### src/rtl/alu_result_uart_tx_pkg.sv
// alu_tx_pkg: shared definitions for the ALU result UART transmitter.
//   - state_t       : transmitter FSM states (also exported for debug)
//   - TICKS_PER_BIT : oversampling ticks per serial bit
//   - BYTE_RES/BYTE_FLAGS : selects which byte of the pair is on the line
//   - FLAG_CARRY/FLAG_ZERO : bit positions inside the flags byte
// Optional feature macro: ALU_TX_PARITY_EN (adds ST_PARITY to each frame).
package alu_tx_pkg;

  typedef enum logic [2:0] {
    ST_IDLE   = 3'd0,
    ST_START  = 3'd1,
    ST_DATA   = 3'd2,
    ST_PARITY = 3'd3,
    ST_STOP   = 3'd4
  } state_t;

  localparam int TICKS_PER_BIT = 16;

  localparam logic BYTE_RES   = 1'b0;
  localparam logic BYTE_FLAGS = 1'b1;

  localparam int FLAG_CARRY = 0;
  localparam int FLAG_ZERO  = 1;

endpackage

### src/rtl/alu_result_uart_tx_if.sv
// alu_result_uart_tx_if: groups the ALU-side request and the line/status
// outputs of alu_result_uart_tx.
//   i_res[NB_DATA], i_carry, i_send : request side (master drives)
//   o_tx, o_busy, o_done, o_state   : line and status (slave drives)
//
// Handshake: i_send is a level request sampled only while the transmitter is
// idle; there is no ready signal. A request is accepted on the first rising
// edge where i_send=1 and o_busy=0 (this includes the o_done cycle). While
// o_busy=1, i_send is ignored and nothing is queued. o_done pulses for one
// cycle when the second frame of a pair has finished.
interface alu_result_uart_tx_if #(
  parameter int NB_DATA = 8
) ();
  import alu_tx_pkg::*;

  logic [NB_DATA-1:0] i_res;
  logic               i_carry;
  logic               i_send;
  logic               o_tx;
  logic               o_busy;
  logic               o_done;
  state_t             o_state;

  modport master (
    output i_res, i_carry, i_send,
    input  o_tx, o_busy, o_done, o_state
  );

  modport slave (
    input  i_res, i_carry, i_send,
    output o_tx, o_busy, o_done, o_state
  );
endinterface

### src/rtl/baud_tick_gen.sv
// baud_tick_gen: emits a one-cycle tick every DIV clocks while enabled.
//   i_clk   : system clock
//   i_reset : asynchronous active-low reset
//   i_en    : enable; the counter is held at 0 while low so the first tick
//             lands exactly DIV clocks after enable rises
//   o_tick  : one-cycle tick
module baud_tick_gen #(
  parameter int DIV = 1
) (
  input  logic i_clk,
  input  logic i_reset,
  input  logic i_en,
  output logic o_tick
);
  localparam int            CW   = (DIV > 1) ? $clog2(DIV) : 1;
  localparam logic [CW-1:0] LAST = CW'(DIV - 1);

  logic [CW-1:0] cnt_q;

  always_ff @(posedge i_clk or negedge i_reset) begin
    if (!i_reset) begin
      cnt_q <= '0;
    end else if (!i_en || (cnt_q == LAST)) begin
      cnt_q <= '0;
    end else begin
      cnt_q <= cnt_q + 1'b1;
    end
  end

  assign o_tick = i_en && (cnt_q == LAST);
endmodule

### src/rtl/alu_result_uart_tx.sv
// alu_result_uart_tx: sends the ALU result byte and a flags byte
// ({zeros, zero, carry}) as two back-to-back UART frames, LSB first.
//   i_clk   : system clock, all state on rising edge
//   i_reset : asynchronous active-low reset (line forced high, pair aborted)
//   bus     : alu_result_uart_tx_if.slave (i_res, i_carry, i_send, o_tx,
//             o_busy, o_done, o_state)
// Parameters: NB_DATA, CLK_FREQ_HZ, BAUD_RATE; DIV = CLK_FREQ_HZ/(BAUD_RATE*16)
// is derived and must be at least 1.
// Optional feature macro: ALU_TX_PARITY_EN adds an even-parity bit per frame.
module alu_result_uart_tx
  import alu_tx_pkg::*;
#(
  parameter int NB_DATA     = 8,
  parameter int CLK_FREQ_HZ = 50_000_000,
  parameter int BAUD_RATE   = 9600
) (
  input  logic                 i_clk,
  input  logic                 i_reset,
  alu_result_uart_tx_if.slave  bus
);
  localparam int DIV = CLK_FREQ_HZ / (BAUD_RATE * 16);
  localparam int TCW = $clog2(TICKS_PER_BIT);
  localparam int BW  = (NB_DATA > 2) ? $clog2(NB_DATA) : 1;

  state_t             state_q, state_n;
  logic [TCW-1:0]     tick_cnt_q, tick_cnt_n;
  logic [BW-1:0]      bit_q, bit_n;
  logic               byte_q, byte_n;
  logic [NB_DATA-1:0] res_q, res_n;
  logic [NB_DATA-1:0] flags_q, flags_n;
  logic [NB_DATA-1:0] cur_byte;
  logic               tx_q, tx_n;
  logic               busy_q, busy_n;
  logic               done_q, done_n;
  logic               tick;
  logic               last_tick;

  // Bit timing restarts at acceptance because the divider is held while idle.
  baud_tick_gen #(.DIV(DIV)) u_tick (
    .i_clk   (i_clk),
    .i_reset (i_reset),
    .i_en    (state_q != ST_IDLE),
    .o_tick  (tick)
  );

  assign last_tick = tick && (tick_cnt_q == TCW'(TICKS_PER_BIT - 1));

  always_ff @(posedge i_clk or negedge i_reset) begin
    if (!i_reset) begin
      state_q    <= ST_IDLE;
      tick_cnt_q <= '0;
      bit_q      <= '0;
      byte_q     <= BYTE_RES;
      res_q      <= '0;
      flags_q    <= '0;
      tx_q       <= 1'b1;
      busy_q     <= 1'b0;
      done_q     <= 1'b0;
    end else begin
      state_q    <= state_n;
      tick_cnt_q <= tick_cnt_n;
      bit_q      <= bit_n;
      byte_q     <= byte_n;
      res_q      <= res_n;
      flags_q    <= flags_n;
      tx_q       <= tx_n;
      busy_q     <= busy_n;
      done_q     <= done_n;
    end
  end

  always_comb begin
    state_n    = state_q;
    tick_cnt_n = tick_cnt_q;
    bit_n      = bit_q;
    byte_n     = byte_q;
    res_n      = res_q;
    flags_n    = flags_q;
    done_n     = 1'b0;
    tx_n       = 1'b1;
    cur_byte   = '0;

    // 4-bit tick counter wraps to 0 on the last tick of every bit.
    if (tick) tick_cnt_n = tick_cnt_q + 1'b1;

    case (state_q)
      ST_IDLE: begin
        tick_cnt_n = '0;
        if (bus.i_send) begin
          res_n              = bus.i_res;
          flags_n            = '0;
          flags_n[FLAG_CARRY] = bus.i_carry;
          flags_n[FLAG_ZERO]  = (bus.i_res == '0);
          byte_n             = BYTE_RES;
          bit_n              = '0;
          state_n            = ST_START;
        end
      end
      ST_START: begin
        if (last_tick) begin
          bit_n   = '0;
          state_n = ST_DATA;
        end
      end
      ST_DATA: begin
        if (last_tick) begin
          if (bit_q == BW'(NB_DATA - 1)) begin
`ifdef ALU_TX_PARITY_EN
            state_n = ST_PARITY;
`else
            state_n = ST_STOP;
`endif
          end else begin
            bit_n = bit_q + 1'b1;
          end
        end
      end
`ifdef ALU_TX_PARITY_EN
      ST_PARITY: begin
        if (last_tick) state_n = ST_STOP;
      end
`endif
      ST_STOP: begin
        if (last_tick) begin
          if (byte_q == BYTE_RES) begin
            // Flags frame follows immediately, no idle gap.
            byte_n  = BYTE_FLAGS;
            state_n = ST_START;
          end else begin
            done_n  = 1'b1;
            state_n = ST_IDLE;
          end
        end
      end
      default: state_n = ST_IDLE;
    endcase

    // Outputs are registered: decode the line level from the next state so
    // the pin changes on the same edge as the state.
    cur_byte = (byte_n == BYTE_RES) ? res_n : flags_n;
    case (state_n)
      ST_START:  tx_n = 1'b0;
      ST_DATA:   tx_n = cur_byte[bit_n];
`ifdef ALU_TX_PARITY_EN
      ST_PARITY: tx_n = ^cur_byte;
`endif
      default:   tx_n = 1'b1;
    endcase
    busy_n = (state_n != ST_IDLE);
  end

  assign bus.o_tx    = tx_q;
  assign bus.o_busy  = busy_q;
  assign bus.o_done  = done_q;
  assign bus.o_state = state_q;
endmodule

### src/flat_wrapper.sv
// flat-port wrapper written by rule: the top's interface ports become plain ports
module alu_result_uart_tx_flat import alu_tx_pkg::*;
#(
  parameter int NB_DATA     = 8,
  parameter int CLK_FREQ_HZ = 50_000_000,
  parameter int BAUD_RATE   = 9600
)
  (i_clk, i_reset, bus_i_res, bus_i_carry, bus_i_send, bus_o_tx, bus_o_busy, bus_o_done, bus_o_state);
  alu_result_uart_tx_if #(.NB_DATA(NB_DATA)) bus_i ();
  input  logic i_clk;
  input  logic i_reset;
  input wire logic [$bits(bus_i.i_res)-1:0] bus_i_res;
  input wire logic [$bits(bus_i.i_carry)-1:0] bus_i_carry;
  input wire logic [$bits(bus_i.i_send)-1:0] bus_i_send;
  output wire logic [$bits(bus_i.o_tx)-1:0] bus_o_tx;
  output wire logic [$bits(bus_i.o_busy)-1:0] bus_o_busy;
  output wire logic [$bits(bus_i.o_done)-1:0] bus_o_done;
  output wire logic [$bits(bus_i.o_state)-1:0] bus_o_state;
  assign bus_i.i_res = bus_i_res;
  assign bus_i.i_carry = bus_i_carry;
  assign bus_i.i_send = bus_i_send;
  assign bus_o_tx = bus_i.o_tx;
  assign bus_o_busy = bus_i.o_busy;
  assign bus_o_done = bus_i.o_done;
  assign bus_o_state = bus_i.o_state;
  alu_result_uart_tx #(.NB_DATA(NB_DATA), .CLK_FREQ_HZ(CLK_FREQ_HZ), .BAUD_RATE(BAUD_RATE)) u_core (.i_clk(i_clk), .i_reset(i_reset), .bus(bus_i));
endmodule
### config.mk
export PLATFORM = sky130hd
export DESIGN_NAME = alu_result_uart_tx_flat
export DESIGN_NICKNAME = d
export VERILOG_FILES = /design/src/rtl/alu_result_uart_tx_pkg.sv /design/src/rtl/alu_result_uart_tx_if.sv /design/src/rtl/baud_tick_gen.sv /design/src/rtl/alu_result_uart_tx.sv /design/src/flat_wrapper.sv
export SDC_FILE = /design/constraint.sdc
export NUM_CORES = 1
export LEC_CHECK = 0
export ABC_AREA = 1
export CORE_MARGIN = 2
export CORE_UTILIZATION = 34
export DETAILED_ROUTE_END_ITERATION = 6
export DONT_BUFFER_PORTS = 1
export HOLD_SLACK_MARGIN = 0.05
export MAX_ROUTING_LAYER = met4
export SYNTH_ARGS = -nofsm -noshare
export SYNTH_HDL_FRONTEND = slang
export SYNTH_HIERARCHICAL = 1
export SYNTH_SLANG_ARGS = --single-unit
### constraint.sdc
create_clock -name i_clk -period 2.9 [get_ports i_clk]
set_clock_uncertainty 0.1 [all_clocks]
set_input_delay 0.29 -clock i_clk [delete_from_list [all_inputs] [get_ports i_clk]]
set_output_delay 0.29 -clock i_clk [all_outputs]
set_load 0.05 [all_outputs]
==> results of run 1 <==
==> state kept, by name (all words and copies together) (netlist names) <==
name,flops
u_core/bus.o_state,3
u_core/tick_cnt_q,4
u_core/u_tick/cnt_q,9
u_core/byte_q,1
u_core/res_q,8
u_core/flags_q,8
u_core/bit_q,3
u_core/bus.o_busy,1
u_core/bus.o_tx,1
u_core/bus.o_done,1
==> cells in the final DEF, fill, tap and decap left out, types with 2 or more instances in the layout <==
cell type | synthesis | layout
inv_1 | 54 | 54
nand2_1 | 74 | 74
nor2_1 | 34 | 34
nand3_1 | 20 | 20
buf_4 | 0 | 3
dfrtp_1 | 38 | 38
inv_2 | 3 | 3
nand2_4 | 3 | 3
o21ai_0 | 6 | 6
a21oi_1 | 6 | 6
clkbuf_8 | 0 | 6
o21ai_1 | 7 | 7
nor2_2 | 6 | 6
a31oi_1 | 2 | 2
ha_1 | 4 | 4
xnor2_1 | 2 | 2
nand2_2 | 5 | 5
xor2_1 | 2 | 2
==> worst paths after layout <==
kind                                endpoint  cells past startpoint                   start
min in group asynchronous  u_core/flags_q[0]                      2                 i_reset
min                          u_core/res_q[5]                      2            bus_i_res[5]
max                          u_core/bus.o_tx                     18  u_core/u_tick/cnt_q[0]
max reg2reg                  u_core/bus.o_tx                     18  u_core/u_tick/cnt_q[0]
max in group asynchronous    u_core/bus.o_tx                      2                 i_reset
min reg2reg                u_core/flags_q[2]                      2       u_core/flags_q[2]
==> routing by layer <==
| layer | up-vias | GRT usage | part of all wire | routed length, um |
|---|---|---|---|---|
| li1 | 875 | - | - | - |
| met1 | 729 | 0.181 | 0.52 | 2110 |
| met2 | 33 | 0.183 | 0.41 | 1660 |
| met3 | 12 | 0.0338 | 0.053 | 217 |
| met4 | 0 | 0.0611 | 0.022 | 91 |
| met5 | - | - | 0 | 0 |
==> power breakdown <==
group,internal [W],leakage [nW],switching (W),total (W)
Sequential,0.000631,0.493,0.0000621,0.000694
Combinational,0.000115,0.697,0.000198,0.000313
Clock,0.000187,0.0470,0.000181,0.000368
Total,0.000933,1.24,0.000441,0.00137
==> kinds of logic after synthesis <==
logic type      Yosys count  share of synthesized area
flops                    39                      0.456
xor+xnor                  4                     0.0164
fa+ha+maj                 4                     0.0234
compound gates           26                     0.0719
buf+inv                  60                      0.116
simple gates            150                      0.317
==> synth_stat cells, drive strengths merged <==
cell type	n
o21ai	13
o211ai	1
buf	3
nor2	41
inv	57
o22ai	1
xor2	2
dfrtp	38
nand3	22
a22oi	1
a31oi	2
nor4	1
nor3	1
nand4	1
xnor2	2
a21oi	8
nand2	82
ha	4
or2	1
dfstp	1
nor3b	1
==> repair_timing <==
action                    in CTS  in global routing
hold endpoints to repair      39                  0
hold buffers                   2                  0
setup buffers                  0                  0
==> layout make-up <==
class / count / area (um2) / share of cell area
Clock buffer: 6 / 82.6 / 0.0353
Clock inverter: 1 / 5.00 / 0.00214
Inverter: 57 / 214 / 0.0913
Multi-Input combinational cell: 184 / 917 / 0.392
Sequential cell: 39 / 977 / 0.417
Tap cell: 75 / 93.8 / 0.0401
Timing Repair Buffer: 5 / 52.6 / 0.0224
==> metrics by stage <==
step                setup slack (ps)  cell area (um2)
floorplan                        338             2140
global placement                 453             2220
detailed placement               397             2220
CTS                              366             2340
global route                    24.7             2340
finish                           365             2340
==> flow_metrics.env, run 1 <==
export IMPL_die_w_um=83.4
export IMPL_yosys_warnings=6
export IMPL_cts_sinks=39
export IMPL_cp_top_family="simple AND/OR/NAND/NOR gates"
export IMPL_rows=28
export IMPL_static_leakage_power_nw=1.24
export IMPL_cts_tree="yes"
export IMPL_slew_viol_final=0
export IMPL_worst_pin_slew_ps=442
export IMPL_drive_gt1_frac=0.120
export IMPL_crit_arrival_ps=2670
export IMPL_p_per_area_mw_per_mm2=587
export IMPL_cts_buffer_depth=2
export IMPL_synth_largest_area_cell="dfrtp_1"
export IMPL_crit_path_start_kind="flop"
export IMPL_place_inst=358
export IMPL_ir_worst_vdd_v=0.000306
export IMPL_critical_path_endpoint_type="flop"
export IMPL_start_util=0.358
export IMPL_cp_buffers_inverters=1
export IMPL_instances_no_fill=367
export IMPL_grt_pass1_vias=1629
export IMPL_insertion_delay_ps=290
export IMPL_setup_tns_ps=0
export IMPL_numCtsBuffers=5
export IMPL_num_antenna_cells=0
export IMPL_final_hold_violation_count=0
export IMPL_ys_types=31
export IMPL_critPathKind="reg2reg"
export IMPL_p_total_w=0.00137
export IMPL_dieArea_mm2=0.00695
export IMPL_synth_fp_nets=299
export IMPL_avgSynthCellArea_um2=7.57
export IMPL_fillers=626
export IMPL_hp_class="in2reg"
export IMPL_slowest_delay_ps=420
export IMPL_totalWireLength_um=4080
export IMPL_cap_violations=0
export IMPL_post_route_min_period_ps=2540
export IMPL_status="complete, no violations"
export IMPL_grt_max_degree=40
export IMPL_cts_root_buf="clkbuf_8"
export IMPL_hpwl_um=3070
export IMPL_synth_area_leaders="dfrtp_1 (44%), nand2_1 (13%), inv_1 (9.5%), nor2_1 (6.0%), nand3_1 (4.7%)"
export IMPL_vias_per_cell=4.49
export IMPL_synth_top_area_frac=0.444
export IMPL_critPathSlowestCell="dfrtp_1"
export IMPL_max_slew_margin=0.706
export IMPL_grt_overflow_total=0
export IMPL_setup_viol=0
export IMPL_h_tree_depth=2
export IMPL_grt_pass1_wl_um=7200
export IMPL_die_y_um=83.4
export IMPL_nets=308
export IMPL_cts_clk_slew_worst_paths_ps=70
export IMPL_syn_area_mm2=0.00214
export IMPL_timing_final_crit_share=0.874
export IMPL_io_pin_count=18
export IMPL_grt_setup_unrepaired="no"
export IMPL_required_ps=3040
export IMPL_synth_seq_cells=39
export IMPL_wire_per_inst_um=11.1
export IMPL_gp_congestion=0.855
export IMPL_grt_use_total=0.132
export IMPL_final_util=0.391
export IMPL_crit_path_cell_trace="inv_1, ha_1, nand2_1, nor2_1, nand2_1, nor2_1, nand2_2, nor2_4, nand2_1, nand2_1, nand3_2, nand2_2, nand2_2, nand2_1, nand3_1, nand3_1, nand3_1, nand2_1"
export IMPL_syn_to_final_growth_pct=9.35
export IMPL_dr_first_iter_drc_count=103
export IMPL_rrSetupSlack_ps=360
export IMPL_port_buffer_count=0
export IMPL_core_area_mm2=0.00599
export IMPL_antenna_found_initial=0
export IMPL_path_max_fanout=6
export IMPL_vias=1649
export IMPL_route_detailed_drc=0
export IMPL_timing_hold_ws_ps=71.0
export IMPL_drtAntennaViolNets=0
export IMPL_synth_cells=283
export IMPL_ys_seq_area_frac=0.456
export IMPL_postCtsResizedCells=0
export IMPL_cpMostUsedCell="nand2_1"
export IMPL_timing_fmax_ghz=0.394
export IMPL_first_pass_iters=4
(Power assumes the default switching activity.)
==> inputs of run 2 (changes only) <==
REMOVE_ABC_BUFFERS = 1   (was default)
==> flow_metrics.env, run 2 (same netlist as run 1, synthesis figures left out) <==
export IMPL_critPathKind="reg2reg"
export IMPL_syn_to_final_growth_pct=9.17
export IMPL_required_ps=3030
export IMPL_hp_class="in2reg"
export IMPL_h_tree_depth=2
export IMPL_p_per_area_mw_per_mm2=580
export IMPL_die_y_um=83.4
export IMPL_drtAntennaViolNets=0
export IMPL_rows=28
export IMPL_reg_top3="u_core/u_tick/cnt_q: 9 flops, u_core/flags_q: 8 flops, u_core/res_q: 8 flops"
export IMPL_critical_path_endpoint_type="flop"
export IMPL_crit_path_start_kind="flop"
export IMPL_cts_sinks=39
export IMPL_status="complete, no violations"
export IMPL_cts_buffer_depth=2
export IMPL_vias_per_cell=4.55
export IMPL_static_leakage_power_nw=1.23
export IMPL_gp_congestion=0.876
export IMPL_slew_viol_final=0
export IMPL_hpwl_um=3090
export IMPL_antenna_found_initial=0
export IMPL_grt_pass1_wl_um=6840
export IMPL_post_cts_buffers=0
export IMPL_nets=308
export IMPL_setup_viol=0
export IMPL_route_detailed_drc=0
export IMPL_path_max_fanout=6
export IMPL_io_pin_count=18
export IMPL_port_buffer_count=0
export IMPL_dieArea_mm2=0.00695
export IMPL_p_int_w=0.000915
export IMPL_worst_pin_slew_ps=452
export IMPL_cts_tree="yes"
export IMPL_timing_hold_ws_ps=77.4
export IMPL_start_util=0.358
export IMPL_cts_root_buf="clkbuf_8"
export IMPL_final_cell_mix="nand2_1 (74), inv_1 (54), dfrtp_1 (38)"
export IMPL_wire_per_inst_um=10.9
export IMPL_grt_use_total=0.125
export IMPL_vias=1673
export IMPL_final_common_cell="nand2_1"
export IMPL_final_hold_violation_count=0
export IMPL_grt_overflow_total=0
export IMPL_setup_tns_ps=0
export IMPL_p_switching_w=0.000442
export IMPL_crit_arrival_ps=2570
export IMPL_drive_gt1_frac=0.119
export IMPL_post_route_min_period_ps=2430
export IMPL_max_slew_margin=0.699
export IMPL_first_pass_iters=4
export IMPL_insertion_delay_ps=280
export IMPL_grt_pass1_vias=1539
export IMPL_cap_violations=0
export IMPL_dr_first_iter_drc_count=92
export IMPL_ir_worst_vdd_v=0.000240
export IMPL_num_antenna_cells=0
export IMPL_pwr_share_clk=0.257
export IMPL_die_w_um=83.4
export IMPL_timing_final_crit_share=0.840
export IMPL_power_frac_seq=0.510
export IMPL_combPwrFrac=0.233
export IMPL_largest_register_ffs=9
export IMPL_top_register="u_core/u_tick/cnt_q"
export IMPL_core_area_mm2=0.00599
export IMPL_grt_max_degree=40
export IMPL_totalWireLength_um=4010
export IMPL_timing_fmax_ghz=0.411
export IMPL_cts_clk_slew_worst_paths_ps=70
export IMPL_swShare=0.326
export IMPL_grt_setup_unrepaired="no"
export IMPL_numCtsBuffers=5
-- run 2: metrics by stage --
stage | utilization | power [W] | std cells | cell area [um2] | setup slack [ps]
after global routing | 0.390 | 0.00146 | 368 | 2340 | 116
final | 0.390 | 0.00136 | 368 | 2340 | 465
after global placement | 0.371 | 0.000999 | 358 | 2220 | 448
after CTS | 0.390 | 0.00137 | 368 | 2340 | 368
after detailed placement | 0.371 | 0.00100 | 358 | 2220 | 389
after floorplan | - | 0.000932 | 280 | 2110 | 345
-- run 2: final cells by class --
type | count | area, um2
clock buffer | 7 | 76.3
clock inverter | 1 | 5.00
fill | 614 | 3650
inverter | 57 | 214
multi-input combinational | 184 | 920
sequential | 39 | 977
tap | 75 | 93.8
timing repair buffer | 5 | 52.6
-- run 2: final timing paths --
check	startpoint	to	slack, ps	depth (start not counted)
min in group asynchronous	i_reset	u_core/res_q[3]	370	2
max in group asynchronous	i_reset	u_core/bus.o_tx	2080	2
setup / recovery	u_core/u_tick/cnt_q[0]	u_core/bus.o_tx	470	18
setup reg to reg	u_core/u_tick/cnt_q[0]	u_core/bus.o_tx	470	18
hold reg to reg	u_core/flags_q[6]	u_core/flags_q[6]	390	2
hold / removal	bus_i_res[7]	u_core/res_q[7]	80	2
-- run 2: per-layer routing --
| metal | vias up | GRT usage | share of wire | routed length, um |
|---|---|---|---|---|
| li1 | 880 | - | - | - |
| met1 | 752 | 0.170 | 0.51 | 2050 |
| met2 | 39 | 0.173 | 0.42 | 1670 |
| met3 | 2 | 0.0457 | 0.070 | 282 |
| met4 | 0 | 0.0358 | 0.0035 | 14 |
| met5 | - | - | 0 | 0 |
-- run 2: critical path, cell delays in order, from the launching register on --
cell	delay (ps)
dfrtp_1	420
inv_1	100
ha_1	140
nand2_1	50
nor2_1	90
nand2_1	110
nor2_2	210
nand2_2	100
nor2_4	210
nor2_1	80
nor2_1	110
nand2_1	70
nand2_1	60
nand2_1	100
inv_1	100
nand3_1	90
nand3_1	90
nand3_1	80
nand2_1	70
-- run 2: power groups by stage --
stage	clock network (W)	registers [W]	logic, W
floorplan	0	0.000696	0.000237
detailed placement	0	0.000704	0.000299
global route	0.000392	0.000703	0.000367
global placement	0	0.000702	0.000297
finish	0.000348	0.000693	0.000316
CTS	0.000362	0.000693	0.000318
-- run 2: timing repair --
item / in CTS / in global routing
endpoints found under the setup margin: 0 / 1
hold buffers: 2 / 0
hold endpoints to repair: 39 / 0
gates resized for setup: 0 / 1
==> inputs of run 3 (changes only) <==
clock period = 2.6 ns   (was 2.9 ns; I/O delays follow)
==> flow_metrics.env, run 3 (same netlist as run 1, synthesis figures left out) <==
export IMPL_top_register="u_core/u_tick/cnt_q"
export IMPL_vias_per_cell=4.46
export IMPL_cts_tree="yes"
export IMPL_rrSetupSlack_ps=340
export IMPL_h_tree_depth=2
export IMPL_critical_path_endpoint_type="flop"
export IMPL_reg_top3="u_core/u_tick/cnt_q: 9 flops, u_core/flags_q: 8 flops, u_core/res_q: 8 flops"
export IMPL_grt_setup_unrepaired="no"
export IMPL_path_max_fanout=11
export IMPL_critPathKind="reg2reg"
export IMPL_r2r_start="u_core/u_tick/cnt_q[0]"
export IMPL_largest_register_ffs=9
export IMPL_route_detailed_drc=0
export IMPL_num_antenna_cells=0
export IMPL_wire_per_inst_um=10.8
export IMPL_place_inst=359
export IMPL_insertion_delay_ps=280
export IMPL_max_slew_margin=0.709
export IMPL_vias=1656
export IMPL_critPathSlowestCell="dfrtp_1"
export IMPL_power_frac_seq=0.467
export IMPL_grt_overflow_total=0
export IMPL_p_switching_w=0.000496
export IMPL_io_pin_count=18
export IMPL_min_to="u_core/res_q[5]"
export IMPL_grt_pass1_wl_um=7130
export IMPL_totalWireLength_um=3990
export IMPL_combPwrFrac=0.218
export IMPL_post_route_min_period_ps=2260
export IMPL_final_hold_violation_count=0
export IMPL_hpwl_um=3040
export IMPL_reg2regPathDepth=19
export IMPL_cts_buffer_depth=2
export IMPL_dieArea_mm2=0.00695
export IMPL_dr_first_iter_drc_count=49
export IMPL_grt_pass1_vias=1601
export IMPL_timing_fmax_ghz=0.442
export IMPL_syn_to_final_growth_pct=12.0
export IMPL_worst_pin_slew_ps=437
export IMPL_required_ps=2710
export IMPL_crit_path_cell_trace="inv_1, ha_1, nand2_1, nor2_1, nand2_1, nor2_2, nand2_2, nor2_4, nand2_4, nand2_4, nand2_4, inv_1, nand2_1, nand2_1, nand2_1, nand3_1, nand3_1, nand3_1, nand2_1"
export IMPL_port_buffer_count=0
export IMPL_static_leakage_power_nw=1.27
export IMPL_grt_use_total=0.128
export IMPL_final_cell_mix="nand2_1 (74), inv_1 (54), dfrtp_1 (38)"
export IMPL_ir_worst_vdd_v=0.000365
export IMPL_hold_depth=2
export IMPL_status="complete, no violations"
export IMPL_cts_sinks=39
export IMPL_p_total_w=0.00165
export IMPL_slowest_delay_ps=410
export IMPL_setup_tns_ps=0
export IMPL_slew_viol_final=0
export IMPL_gp_congestion=0.923
export IMPL_swShare=0.301
export IMPL_first_pass_iters=4
export IMPL_rows=28
export IMPL_p_per_area_mw_per_mm2=686
export IMPL_start_util=0.358
export IMPL_worstHoldStart="bus_i_res[5]"
export IMPL_cpMostUsedCell="nand2_1"
export IMPL_die_w_um=83.4
export IMPL_cts_clk_slew_worst_paths_ps=80
export IMPL_drive_gt1_frac=0.132
export IMPL_numCtsBuffers=5
export IMPL_crit_path_start_kind="flop"
export IMPL_grt_max_degree=40
export IMPL_crit_arrival_ps=2370
export IMPL_die_y_um=83.4
export IMPL_final_common_cell="nand2_1"
export IMPL_drtAntennaViolNets=0
export IMPL_core_area_mm2=0.00599
export IMPL_timing_final_crit_share=0.870
export IMPL_antenna_found_initial=0
export IMPL_setup_viol=0
export IMPL_pwr_share_clk=0.315
export IMPL_cap_violations=0
export IMPL_dp_slack_ps=255
export IMPL_r2r_end="u_core/bus.o_tx"
export IMPL_worst_slack_ps=337
export IMPL_nets=311
export IMPL_instances_no_fill=371
export IMPL_hp_class="in2reg"
export IMPL_p_int_w=0.00115
export IMPL_cts_root_buf="clkbuf_8"
-- run 3: cell types whose count changed in the layout (fill, tap and decap cells not counted) --
| cell | previous run | this run |
|---|---|---|
| clkbuf_1 | 2 | 0 |
| buf_4 | 3 | 5 |
| clkbuf_8 | 5 | 6 |
| dlygate4sd3_1 | 1 | 2 |
| bufinv_16 | 0 | 1 |
-- run 3: worst max-delay path: cells and delay by family (launching register included) --
family,cells,cell delay (ps)
fa+ha+maj,1,150
buf+inv,2,210
flops,1,410
simple gates,16,1330
-- run 3: worst max path at each step --
stage                                 startpoint         endpoint  slack (ps)  cells past startpoint
after detailed placement  u_core/u_tick/cnt_q[0]  u_core/bus.o_tx         250                     19
after global placement    u_core/u_tick/cnt_q[0]  u_core/bus.o_tx         300                     18
after CTS                 u_core/u_tick/cnt_q[0]  u_core/bus.o_tx         230                     18
after global routing      u_core/u_tick/cnt_q[0]  u_core/bus.o_tx          20                     18
final                     u_core/u_tick/cnt_q[0]  u_core/bus.o_tx         340                     19
after floorplan            u_core/bus.o_state[2]  u_core/bus.o_tx          40                     17
-- run 3: what timing repair did --
item	4_1_cts	5_1_grt
endpoints found under the setup margin	0	1
endpoints found under the hold margin	40	0
hold buffers	3	0
resized for setup	0	1
buffers inserted	0	1
-- run 3: power by group through the flow --
stage	Combinational [W]	Clock (W)	Sequential (W)
3_5_place_dp	0.000333	0	0.000784
5_1_grt	0.000421	0.000560	0.000779
6_report	0.000360	0.000518	0.000768
2_1_floorplan	0.000264	0	0.000776
4_1_cts	0.000355	0.000535	0.000772
3_3_place_gp	0.000331	0	0.000781
-- run 3: metal layers --
| layer | share of wire | up-vias | track usage |
|---|---|---|---|
| li1 | - | 883 | - |
| met1 | 0.54 | 744 | 0.174 |
| met2 | 0.42 | 27 | 0.192 |
| met3 | 0.039 | 2 | 0.0338 |
| met4 | 0.0053 | 0 | 0.0268 |
| met5 | 0 | - | - |
-- run 3: through the flow --
| step | utilization | instance area [um2] | hold slack [ps] |
|---|---|---|---|
| CTS | 0.399 | 2390 | 57.3 |
| finish | 0.401 | 2400 | 67.0 |
| detailed placement | 0.373 | 2230 | -134 |
| floorplan | - | 2110 | -136 |
| global route | 0.401 | 2400 | 61.9 |
| global placement | 0.373 | 2230 | -134 |
-- run 3: final cells by class --
class	instances	area, um2
multi-input cells	184	920
clock inverters	2	35.0
repair buffers	8	77.6
fillers	625	3590
flip-flops and latches	39	977
inverters	57	214
clock buffers	6	82.6
well taps	75	93.8
